**src/rtl/puf_mask_sched_pkg.sv**
```systemverilog
// Shared types and constants for the PUF keystream-masking sequencer.
// Latency: none (types, constants and an elaboration-time helper only).
// Backpressure: not applicable.
package puf_mask_sched_pkg;

    // Sequencer states, in operation order.
    typedef enum logic [2:0] {
        S_IDLE    = 3'd0,
        S_LOAD    = 3'd1,
        S_RUN     = 3'd2,
        S_CAPTURE = 3'd3,
        S_RESP    = 3'd4
    } state_t;

    // Extra RUN cycles granted beyond a full keystream pass before the watchdog fires.
    localparam int TIMEOUT_OFFSET = 8;

    // Width needed to hold a requester index; never narrower than one bit.
    function automatic int idx_width(input int n);
        return (n > 1) ? $clog2(n) : 1;
    endfunction

    localparam int DEFAULT_NUM_REQ = 2;
    localparam int DEFAULT_IDX_W   = idx_width(DEFAULT_NUM_REQ);

endpackage

```
**src/rtl/puf_mask_sched_rr_pick.sv**
```systemverilog
// Round-robin priority picker: first active request after the last granted index.
// Latency: purely combinational.
// Backpressure: none; the caller decides when to act on the pick.
module puf_mask_sched_rr_pick #(
    parameter int NUM_REQ = 2,
    parameter int IDX_W   = 1
) (
    input  logic [NUM_REQ-1:0] i_Req,
    input  logic [IDX_W-1:0]   i_Last,
    output logic [NUM_REQ-1:0] o_Grant,
    output logic [IDX_W-1:0]   o_Idx,
    output logic               o_Valid
);

    // Walk the indices starting one past the last grant and stop at the first requester.
    always_comb begin
        logic [IDX_W-1:0] pos;
        o_Grant = '0;
        o_Idx   = i_Last;
        o_Valid = 1'b0;
        pos     = '0;
        for (int i = 1; i <= NUM_REQ; i++) begin
            pos = IDX_W'((int'(i_Last) + i) % NUM_REQ);
            if (!o_Valid && i_Req[pos]) begin
                o_Grant[pos] = 1'b1;
                o_Idx        = pos;
                o_Valid      = 1'b1;
            end
        end
    end

endmodule

```
**src/rtl/puf_mask_sched.sv**
```systemverilog
// Arbitrates requesters onto the shared LFSR masking engine and sequences load/run/capture/respond.
// Latency: grant to done is engine run length + 3 cycles; watchdog abort after TIMEOUT RUN cycles.
// Backpressure: requests hold level until o_Done; one operation at a time, no pre-emption.
module puf_mask_sched
    import puf_mask_sched_pkg::*;
#(
    parameter int NUM_REQ     = 2,
    parameter int NUM_BITS    = 32,
    parameter int OUTPUT_SIZE = 256,
    parameter int TIMEOUT     = OUTPUT_SIZE + TIMEOUT_OFFSET
) (
    input  logic                            i_Clk,
    input  logic                            i_Reset,
    input  logic [NUM_REQ-1:0]              i_Req,
    input  logic [NUM_REQ*NUM_BITS-1:0]     i_Seed,
    input  logic [NUM_REQ*OUTPUT_SIZE-1:0]  i_Data,
    output logic [NUM_REQ-1:0]              o_Grant,
    output logic [NUM_REQ-1:0]              o_Done,
    output logic                            o_Error,
    output logic [OUTPUT_SIZE-1:0]          o_Result,
    output logic                            o_Busy,
    output logic                            o_Lfsr_Enable,
    output logic                            o_Lfsr_Load,
    output logic [NUM_BITS-1:0]             o_Lfsr_Seed,
    output logic [OUTPUT_SIZE-1:0]          o_Lfsr_Data_In,
    input  logic [OUTPUT_SIZE-1:0]          i_Lfsr_Data,
    input  logic                            i_Lfsr_Done
);

    localparam int IDX_W = idx_width(NUM_REQ);
    localparam int WD_W  = $clog2(TIMEOUT + 1);

    state_t            r_State;
    state_t            w_Next;
    logic [IDX_W-1:0]  r_Last;
    logic [IDX_W-1:0]  r_Idx;
    logic [WD_W-1:0]   r_Wd;
    logic              r_Err;
    logic [NUM_REQ-1:0] w_Pick_Grant;
    logic [IDX_W-1:0]  w_Pick_Idx;
    logic              w_Pick_Vld;
    logic              w_Timeout;

    puf_mask_sched_rr_pick #(
        .NUM_REQ (NUM_REQ),
        .IDX_W   (IDX_W)
    ) u_rr_pick (
        .i_Req   (i_Req),
        .i_Last  (r_Last),
        .o_Grant (w_Pick_Grant),
        .o_Idx   (w_Pick_Idx),
        .o_Valid (w_Pick_Vld)
    );

    assign w_Timeout = (r_Wd == WD_W'(TIMEOUT - 1));

    // State register.
    always_ff @(posedge i_Clk or posedge i_Reset) begin
        if (i_Reset) r_State <= S_IDLE;
        else         r_State <= w_Next;
    end

    // Next-state and engine/handshake strobes; a stale done is ignored while loading.
    always_comb begin
        w_Next        = r_State;
        o_Lfsr_Enable = 1'b0;
        o_Lfsr_Load   = 1'b0;
        o_Done        = '0;
        o_Error       = 1'b0;
        o_Busy        = 1'b1;
        case (r_State)
            S_IDLE: begin
                o_Busy = 1'b0;
                if (w_Pick_Vld) w_Next = S_LOAD;
            end
            S_LOAD: begin
                o_Lfsr_Enable = 1'b1;
                o_Lfsr_Load   = 1'b1;
                w_Next        = S_RUN;
            end
            S_RUN: begin
                o_Lfsr_Enable = 1'b1;
                if (i_Lfsr_Done)    w_Next = S_CAPTURE;
                else if (w_Timeout) w_Next = S_RESP;
            end
            S_CAPTURE: w_Next = S_RESP;
            S_RESP: begin
                o_Done  = o_Grant;
                o_Error = r_Err;
                w_Next  = S_IDLE;
            end
            default: w_Next = S_IDLE;
        endcase
    end

    // Grant/operand latch, saturating watchdog, result capture and last-grant bookkeeping.
    always_ff @(posedge i_Clk or posedge i_Reset) begin
        if (i_Reset) begin
            o_Grant        <= '0;
            o_Result       <= '0;
            o_Lfsr_Seed    <= '0;
            o_Lfsr_Data_In <= '0;
            r_Last         <= IDX_W'(NUM_REQ - 1);
            r_Idx          <= '0;
            r_Wd           <= '0;
            r_Err          <= 1'b0;
        end else begin
            case (r_State)
                S_IDLE: begin
                    if (w_Pick_Vld) begin
                        o_Grant        <= w_Pick_Grant;
                        r_Idx          <= w_Pick_Idx;
                        o_Lfsr_Seed    <= i_Seed[int'(w_Pick_Idx)*NUM_BITS +: NUM_BITS];
                        o_Lfsr_Data_In <= i_Data[int'(w_Pick_Idx)*OUTPUT_SIZE +: OUTPUT_SIZE];
                    end
                end
                S_LOAD: r_Wd <= '0;
                S_RUN: begin
                    if (!i_Lfsr_Done && w_Timeout) r_Err <= 1'b1;
                    if (r_Wd != WD_W'(TIMEOUT)) r_Wd <= r_Wd + WD_W'(1);
                end
                S_CAPTURE: o_Result <= i_Lfsr_Data;
                S_RESP: begin
                    o_Grant <= '0;
                    r_Err   <= 1'b0;
                    r_Last  <= r_Idx;
                end
                default: ;
            endcase
        end
    end

endmodule

```
**config.mk**
```make
export PLATFORM = sky130hd
export DESIGN_NAME = puf_mask_sched
export DESIGN_NICKNAME = d
export VERILOG_FILES = /design/src/rtl/puf_mask_sched_pkg.sv /design/src/rtl/puf_mask_sched_rr_pick.sv /design/src/rtl/puf_mask_sched.sv
export SDC_FILE = /design/constraint.sdc
export NUM_CORES = 1
export LEC_CHECK = 0
export BUFFER_PORTS_ARGS = -buffer_cell sky130_fd_sc_hd__clkbuf_2
export CORE_AREA = 2 2 543 545
export CTS_CLUSTER_SIZE = 30
export DETAILED_ROUTE_END_ITERATION = 10
export DIE_AREA = 0 0 545 547
export GPL_TIMING_DRIVEN = 1
export PLACE_DENSITY = 0.3
export SYNTH_ARGS = -nofsm -noshare
export SYNTH_HDL_FRONTEND = slang
export SYNTH_SLANG_ARGS = --single-unit
export TNS_END_PERCENT = 1
```
**constraint.sdc**
```tcl
create_clock -name i_Clk -period 56 [get_ports i_Clk]
set_clock_uncertainty 0.1 [all_clocks]
set_input_delay 11.2 -clock i_Clk [delete_from_list [all_inputs] [get_ports i_Clk]]
set_output_delay 11.2 -clock i_Clk [all_outputs]
set_load 0.01 [all_outputs]
```
==> results of run 1 <==
## power by group through the flow
stage                     Clock, mW  Sequential (mW)  Combinational, mW
after floorplan                   0            0.816              0.425
after global placement            0            0.761               1.08
after detailed placement          0            0.761               1.07
after CTS                     0.577            0.758               1.07
after global routing          0.589            0.781               1.14
final                         0.549            0.753               1.02
## synth_stat cells (5+ instances only)
library cell  instances
a21oi_1               6
mux2_2              257
clkbuf_1             67
dfrtp_1             560
o21a_1                5
nand3_1               5
inv_1                 6
o21ai_0               5
nand2_1             583
a31oi_1             289
nor2_1              291
buf_2                89
## cell type report
cell class / instances / area, sq um / area share (%)
well taps: 3919 / 4903 / 13.12
diodes: 14 / 35.03 / 0.09371
multi-input cells: 1477 / 8433 / 22.56
repair buffers: 1417 / 7189 / 19.23
clock buffers: 117 / 2365 / 6.326
flip-flops and latches: 561 / 14040 / 37.55
clock inverters: 27 / 385.4 / 1.031
inverters: 7 / 33.78 / 0.09036
## metal layers
layer / vias up / track usage (%) / wire length [microns]
li1: 10172 / - / -
met1: 10797 / 10.91 / 59010
met2: 1107 / 17.42 / 76270
met3: 215 / 6.078 / 22010
met4: 54 / 2.948 / 4344
met5: - / 0 / 367
## sequential cells by signal, summed over array words and instances (netlist names)
signal and count:
o_Result 256, r_Idx 1, r_Last 1, o_Lfsr_Seed 32, r_Wd 9, o_Lfsr_Data_In 256, o_Grant 2, r_State 3
r_Err 1
## stage by stage
stage / utilization (%) / worst slack [ps]
floorplan: - / 29010
global placement: 11.83 / 40490
detailed placement: 11.83 / 40470
CTS: 12.77 / 41370
global route: 12.77 / 40910
finish: 12.78 / 41430
## worst min path at each step
stage | from | endpoint | slack (ps) | depth (start not counted)
floorplan | r_Idx | r_Idx | 340 | 2
global placement | r_Idx | r_Idx | 360 | 2
detailed placement | r_Idx | r_Idx | 360 | 2
CTS | r_Idx | r_Idx | 380 | 2
global route | o_Result[236] | o_Result[236] | 410 | 1
finish | r_Idx | r_Idx | 380 | 2
## kinds of logic after synthesis
logic type,count (synthesis),share of synthesized area [%]
AND/OR/NAND/NOR,903,15.05
multiplexers,258,12.53
flip-flops,561,60.56
AO/OA/AOI/OAI,314,8.575
buffers and inverters,166,3.184
adder cells (fa/ha/maj),2,0.1079
## cells in the final DEF (no fill, tap or decap), drive strengths merged, types with 2 or more instances in the layout
| master | synthesis | final |
|---|---|---|
| a21o | 2 | 2 |
| a21oi | 6 | 6 |
| a31oi | 289 | 289 |
| and2 | 3 | 3 |
| and3 | 3 | 3 |
| buf | 92 | 29 |
| bufinv | 0 | 9 |
| clkbuf | 67 | 1505 |
| clkinv | 0 | 10 |
| clkinvlp | 0 | 4 |
| dfrtp | 560 | 560 |
| diode | 0 | 14 |
| ha | 2 | 2 |
| inv | 7 | 11 |
| mux2 | 257 | 257 |
| nand2 | 584 | 584 |
| nand2b | 2 | 2 |
| nand3 | 5 | 5 |
| nand4 | 2 | 2 |
| nor2 | 291 | 291 |
| nor3 | 2 | 2 |
| nor3b | 4 | 4 |
| o21a | 5 | 5 |
| o21ai | 6 | 6 |
| or3b | 3 | 3 |
## tightest hold or removal path, stage by stage (launching register included)
cell	delay (ps)
dfrtp_1	330
nand2_1	50
nand2_1	60
==> impl_metrics.json, run 1 <==
{
  "overflow": 0,
  "finalCritPeriodShare_pct": 26.01,
  "drt_iter0_drc": 1037,
  "synth_area_leader_cell": "dfrtp_1",
  "synth_warnings": 0,
  "cp.depth": 6,
  "layout.cells.non_filler": 7539,
  "core-area_sq_um": 292600,
  "worst_pin_slew_ps": 960.1,
  "crit_end": "o_Lfsr_Data_In[148]",
  "postCtsHoldBufs": 0,
  "hp-class": "reg2reg",
  "cts_resized": 0,
  "numPortBuffers": 1388,
  "nFillCells": 33768,
  "grt_max_degree": 155,
  "via_count": 22345,
  "startpoint": "i_Reset",
  "die_h_microns": 547,
  "wl_per_cell_microns": 21.49,
  "placed_cells_incl_taps": 7381,
  "relSlewSlack_pct": 35.99,
  "clk-insertion-delay-late_ps": 740,
  "ir_worst_vdd_mv": 0.02963,
  "final_area_sq_um": 37380,
  "drc": 0,
  "cp_top_family": "buffers and inverters",
  "min_period_ps": 14570,
  "place_area_sq_um": 34600,
  "critPathMaxStageDelay_ps": 850,
  "avgViaCountPerCell": 2.964,
  "p_total_mw": 2.326,
  "cap_violations": 0,
  "report.final.slew_viol_count": 0,
  "p_leak_nw": 17.09,
  "cts_tree": "done",
  "timing.hold.ws_ps": 375.1,
  "critPathArrivalTime_ps": 15190,
  "htreeDepth": 3,
  "clkPwrFrac_pct": 23.6,
  "yosysTopAreaCellShare_pct": 60.44,
  "path_class": "in2async",
  "root_buffer": "clkbuf_16",
  "rows": 199,
  "r2r_setup_slack_ps": 51260,
  "drt-pass1-iter-count": 5,
  "routabilityCongestion": 0.8731,
  "critPathSlowestCell": "buf_4",
  "status": "finished, final reports clean",
  "cts_buffers": 83,
  "start_kind": "input pin",
  "crit_required_ps": 56620,
  "synth_cell_types": 41,
  "area_growth_pct": 61.25,
  "clk_pin_slew_worst_paths_ps": 60,
  "ant_nets": 0,
  "synth_edf_count": 0,
  "ios": 1389,
  "seq_power_share_pct": 32.4,
  "synth_area_leaders": "dfrtp_1 (60%), mux2_2 (12%), nand2_1 (9.4%)",
  "grt_pass1_wl_mm": 211.0,
  "worstRegToRegCells": 8,
  "final_layout_size_suffix_gt1_share_pct": 50.28,
  "path_cells": "clkbuf_2 > inv_8 > buf_12 > buf_4 > buf_4 > buf_4",
  "cp-end-kind": "asynchronous set/reset pin",
  "setup-tns-final_ps": 0,
  "clock_sinks": 561,
  "cts_setup_buffers": 0,
  "cp_num_buf_inv": 6,
  "ys_ff_latch": 561,
  "cp_max_fo": 124,
  "ys.flop_type": "dfrtp_1",
  "nets": 4386,
  "grt_pass1_vias": 23509,
  "die-area_sq_um": 298100,
  "setup_viol": 0,
  "grtUsageTotal_pct": 10.38,
  "powerDensity_nw_per_um2": 62.21,
  "antenna_found_initial": 58,
  "reg2reg_to": "o_Lfsr_Seed[30]",
  "swShare_pct": 43.40,
  "reg2reg_from": "r_State[2]",
  "cts_buffer_depth": 4,
  "intPower_mw": 1.316,
  "ys_seq_area_share_pct": 60.56,
  "grt_setup_unrepaired": "false",
  "post-dp-hpwl_mm": 136.2,
  "synth.net_count": 3043,
  "ys_async_sr_fraction_pct": 100.0,
  "die_width_microns": 545,
  "syn_avg_cell_area_sq_um": 10.52,
  "initial_utilization_pct": 7.925,
  "comb_power_share_pct": 44.0,
  "syn_area_sq_um": 23180,
  "hold_viol": 0,
  "critPathMostFrequentCell": "buf_4",
  "fmax_ghz": 0.06866,
  "syn_inst": 2204,
  "totalWireLength_mm": 162.0,
  "switching_power_mw": 1.009
}
Power figures use the tool's default switching activity.
==> run 2, diff against run 1 <==
Settings changed: CORE_AREA 2 2 543 545 to 2 2 544 546, DIE_AREA 0 0 545 547 to 0 0 546 548.
Clock period 56 ns to 14.8 ns, I/O delays scaled along.
==> run 2 against run 1 <==
  * Routed wire length is 0.84% lower
  * Via count fell by 0.21%
  * Sequential power rose to 3.7 times the previous value
  * Utilization about the same
  * Final cell count hardly changed
  * Critical path depth grew 1
  * Count of clock-buffer cells in the layout is 1 higher
==> impl_metrics.json, run 2 (synthesized netlist as in run 1, its figures left out) <==
{
  "die_h_microns": 548,
  "die-area_sq_um": 299200,
  "htreeDepth": 3,
  "totalWireLength_mm": 160.6,
  "crit_required_ps": 15350,
  "grt_setup_unrepaired": "false",
  "r2r_setup_slack_ps": 10520,
  "critPathMaxStageDelay_ps": 660,
  "antenna_found_initial": 39,
  "critPathSlowestCell": "o21a_4",
  "setup_viol": 0,
  "cts_setup_buffers": 0,
  "cts_buffers": 85,
  "drc": 0,
  "post-dp-hpwl_mm": 131.7,
  "status": "finished, final reports clean",
  "place_ws_ps": 8488,
  "ant_nets": 0,
  "routabilityCongestion": 0.8452,
  "path_cells": "clkbuf_2 > o21a_4 > buf_4 > buf_12 > buf_12 > nor2_1 > a31oi_1",
  "met2_wirelength_mm": 76.20,
  "cts_buffer_depth": 4,
  "cp_max_fo": 192,
  "clock_sinks": 561,
  "path_class": "in2reg",
  "grt_pass1_wl_mm": 213.4,
  "grt_max_degree": 193,
  "postLayoutSetupSlackWorst_ps": 9172,
  "reg2reg_from": "r_State[2]",
  "ios": 1389,
  "min_period_ps": 5628,
  "nets": 4381,
  "cts_tree": "done",
  "critPathMostFrequentCell": "buf_12",
  "via_count": 22298,
  "grt_pass1_vias": 23503,
  "die_width_microns": 546,
  "wl_per_cell_microns": 21.32,
  "drt_iter0_drc": 1200,
  "core-area_sq_um": 293100,
  "cp-end-kind": "register",
  "ir_worst_vdd_mv": 0.1058,
  "fin_util_pct": 12.77,
  "reg2reg_to": "o_Lfsr_Data_In[85]",
  "holdPathStages": 2,
  "wl_met3_mm": 20.88,
  "numPortBuffers": 1388,
  "start_kind": "input pin",
  "report.final.slew_viol_count": 0,
  "fmax_ghz": 0.1777,
  "powerDensity_nw_per_um2": 237.4,
  "min_from": "r_Idx",
  "worst_pin_slew_ps": 1003,
  "initial_utilization_pct": 7.911,
  "cap_violations": 0,
  "final_common_cell": "clkbuf_2",
  "holdPathEnd": "r_Idx",
  "grtUsageTotal_pct": 10.35,
  "avgViaCountPerCell": 2.960,
  "clk-insertion-delay-late_ps": 780,
  "setup-tns-final_ps": 0,
  "drt-pass1-iter-count": 5,
  "root_buffer": "clkbuf_16",
  "hold_viol": 0,
  "area_growth_pct": 61.42,
  "p_total_mw": 8.885,
  "largest_registers": "o_Lfsr_Data_In x256, o_Result x256, o_Lfsr_Seed x32",
  "finalCritPeriodShare_pct": 38.03,
  "cts_resized": 0,
  "final_layout_size_suffix_gt1_share_pct": 50.24,
  "clk_pin_slew_worst_paths_ps": 50,
  "relSlewSlack_pct": 33.15,
  "p_leak_nw": 17.10,
  "dr.max_layer_used": "met5",
  "rows": 199,
  "critPathArrivalTime_ps": 6170,
  "hp-class": "reg2reg",
  "final_cell_mix": "clkbuf_2 (1388), nand2_1 (583), dfrtp_1 (560)",
  "postCtsHoldBufs": 0,
  "overflow": 0,
  "wl_met1_mm": 59.16,
  "worstRegToRegCells": 7
}
run 2: area by class of cell:
class	count	area [sq um]
diodes	14	35.03
clock buffers	118	2422
clock inverters	28	350.3
fillers	33902	255600
inverters	7	30.03
multi-input cells	1477	8433
flip-flops and latches	561	14040
well taps	3919	4903
repair buffers	1410	7212
run 2: worst max path at each step:
| stage | startpoint | endpoint | slack [ps] | cells past startpoint |
|---|---|---|---|---|
| 2_1_floorplan | i_Reset | o_Grant[0] | 4100 | 1 |
| 3_3_place_gp | i_Req[1] | o_Lfsr_Data_In[81] | 8490 | 7 |
| 3_5_place_dp | i_Req[1] | o_Lfsr_Data_In[85] | 8490 | 7 |
| 4_1_cts | r_State[1] | o_Lfsr_Enable | 9150 | 4 |
| 5_1_grt | r_State[1] | o_Lfsr_Enable | 8950 | 4 |
| 6_report | i_Req[1] | o_Lfsr_Data_In[85] | 9170 | 7 |
run 2: stage by stage:
stage | cells | hold slack [ps] | area [sq um]
after floorplan | 2204 | 341.4 | 23190
after global placement | 7374 | 356.9 | 34620
after detailed placement | 7374 | 363.7 | 34620
after CTS | 7520 | 377.1 | 37390
after global routing | 7521 | 410.2 | 37390
final | 7534 | 376.7 | 37430
run 2: layer usage:
metal  vias to the layer above  GRT usage [%]
li1                      10158              -
met1                     10843          10.89
met2                      1072          17.42
met3                       183          6.144
met4                        42          2.722
met5                         -              0
run 2: worst max-delay path, delay by kind of cell:
kind / cells / cell delay, ps
buffers and inverters: 4 / 1710
AOI/OAI and AO/OA: 2 / 830
and+or+nand+nor: 1 / 90
run 2: report_power, final:
group          switching [mW]  total (mW)  internal [mW]
combinational            2.58        3.97           1.39
sequential              0.492        2.82           2.33
clock                   0.832        2.09           1.26
total                    3.90        8.89           4.98
==> run 3, diff against run 2 <==
Clock period 14.8 ns to 5.2 ns, I/O delays scaled along.
==> run 3 against run 2 <==
  * Critical endpoint is now o_Lfsr_Enable
  * Flip-flop and latch count is the same
  * Critical path type is now reg2out
  * Clock power increased to 2.7 times the previous value
  * Utilization is 0.078 points higher
  * Sequential share of layout area is 0.23 points lower
==> impl_metrics.json, run 3 (synthesized netlist as in run 1, its figures left out) <==
{
  "setup-tns-final_ps": 0,
  "drt_iter0_drc": 1138,
  "cts_buffers": 83,
  "htreeDepth": 3,
  "report.final.slew_viol_count": 0,
  "ir_worst_vdd_mv": 0.2912,
  "grt_pass1_wl_mm": 213.2,
  "cts_setup_buffers": 0,
  "post-dp-hpwl_mm": 135.8,
  "critPathArrivalTime_ps": 2410,
  "core-area_sq_um": 293100,
  "clk-insertion-delay-late_ps": 770,
  "clock_sinks": 561,
  "cts_resized": 0,
  "rows": 199,
  "hold_viol": 0,
  "path_class": "reg2out",
  "place_area_sq_um": 34990,
  "final_layout_size_suffix_gt1_share_pct": 50.67,
  "start_kind": "register",
  "final_common_cell": "clkbuf_2",
  "nets": 4418,
  "relSlewSlack_pct": 26.48,
  "grt_max_degree": 143,
  "die_h_microns": 548,
  "finalCritPeriodShare_pct": 68.18,
  "ios": 1389,
  "drt-pass1-iter-count": 6,
  "p_total_mw": 25.07,
  "postCtsHoldBufs": 0,
  "cts_buffer_depth": 4,
  "setup_viol": 0,
  "ant_nets": 0,
  "routabilityCongestion": 0.8291,
  "initial_utilization_pct": 7.911,
  "cp_max_fo": 9,
  "grtUsageTotal_pct": 10.37,
  "p_leak_nw": 17.24,
  "r2r_setup_slack_ps": 2370,
  "powerDensity_nw_per_um2": 665.7,
  "die_width_microns": 546,
  "area_growth_pct": 62.41,
  "nFillCells": 33853,
  "grt_setup_unrepaired": "false",
  "totalWireLength_mm": 161.4,
  "hp-class": "in2async",
  "worst_pin_slew_ps": 1103,
  "final_cell_mix": "clkbuf_2 (1388), nand2_1 (583), dfrtp_1 (560)",
  "largest_registers": "o_Lfsr_Data_In x256, o_Result x256, o_Lfsr_Seed x32",
  "grt_pass1_vias": 23623,
  "die-area_sq_um": 299200,
  "via_count": 22285,
  "clk_pin_slew_worst_paths_ps": 60,
  "antenna_found_initial": 52,
  "overflow": 0,
  "cts_tree": "done",
  "fmax_ghz": 0.2821,
  "status": "finished, final reports clean",
  "avgViaCountPerCell": 2.945,
  "min_period_ps": 3545,
  "drc": 0,
  "root_buffer": "clkbuf_16",
  "crit_required_ps": 4060,
  "final_area_sq_um": 37650,
  "wl_per_cell_microns": 21.33,
  "cp-end-kind": "output port",
  "cap_violations": 0,
  "numPortBuffers": 1388
}
==> run 3: cell types whose count changed in the layout (fill, tap and decap cells not counted), sizes merged <==
cell,delta
clkinvlp,+2
clkinv,-2
bufinv,-2
diode,-1
buf,+39
clkbuf,-3
==> run 3: where the power goes <==
part / switching, mW / internal (mW) / leakage, nW
Clock: 2.28 / 3.37 / 1.29
Combinational: 7.27 / 4.11 / 9.53
Sequential: 1.38 / 6.63 / 6.42
Total: 10.9 / 14.1 / 17.2
==> run 3: layer usage <==
layer	global-route usage [%]	up-vias	wire (microns)
met2	17.65	1093	77230
met1	10.81	10687	58940
met4	2.848	54	4249
met5	0	-	376
li1	-	10253	-
met3	6.010	198	20600
==> run 3: stage by stage <==
stage	worst slack [ps]	std cells	utilization, %	hold slack [ps]
2_1_floorplan	-3577	2204	-	341.4
3_3_place_gp	2070	7413	11.94	358.9
3_5_place_dp	2012	7413	11.94	364.1
4_1_cts	1533	7554	12.84	170.6
5_1_grt	1442	7556	12.84	214.7
6_report	1655	7567	12.85	246.6
==> run 3: cell type report <==
type | count | area, sq um | share of cell area, %
Antenna cell | 13 | 32.53 | 0.08639
Clock buffer | 115 | 2337 | 6.207
Timing Repair Buffer | 1449 | 7580 | 20.13
Tap cell | 3919 | 4903 | 13.02
Sequential cell | 561 | 14040 | 37.29
Multi-Input combinational cell | 1477 | 8433 | 22.40
Inverter | 7 | 30.03 | 0.07975
Clock inverter | 26 | 299.0 | 0.7942
==> run 3: worst paths after layout <==
| kind | startpoint | to | cells after the start |
|---|---|---|---|
| hold reg to reg | r_Idx | r_Idx | 2 |
| min in group i_Clk | r_Idx | r_Idx | 2 |
| setup reg to reg | r_State[2] | o_Lfsr_Data_In[255] | 5 |
| hold / removal | i_Reset | o_Result[193] | 2 |
| setup / recovery | r_State[1] | o_Lfsr_Enable | 4 |
| max in group asynchronous | i_Reset | o_Lfsr_Data_In[239] | 4 |
==> run 3: worst max-delay path: stages, from the launching register on <==
cell and delay, ps:
dfrtp_1 470, nor3b_2 680, nor2_1 120, inv_1 130, clkbuf_2 230
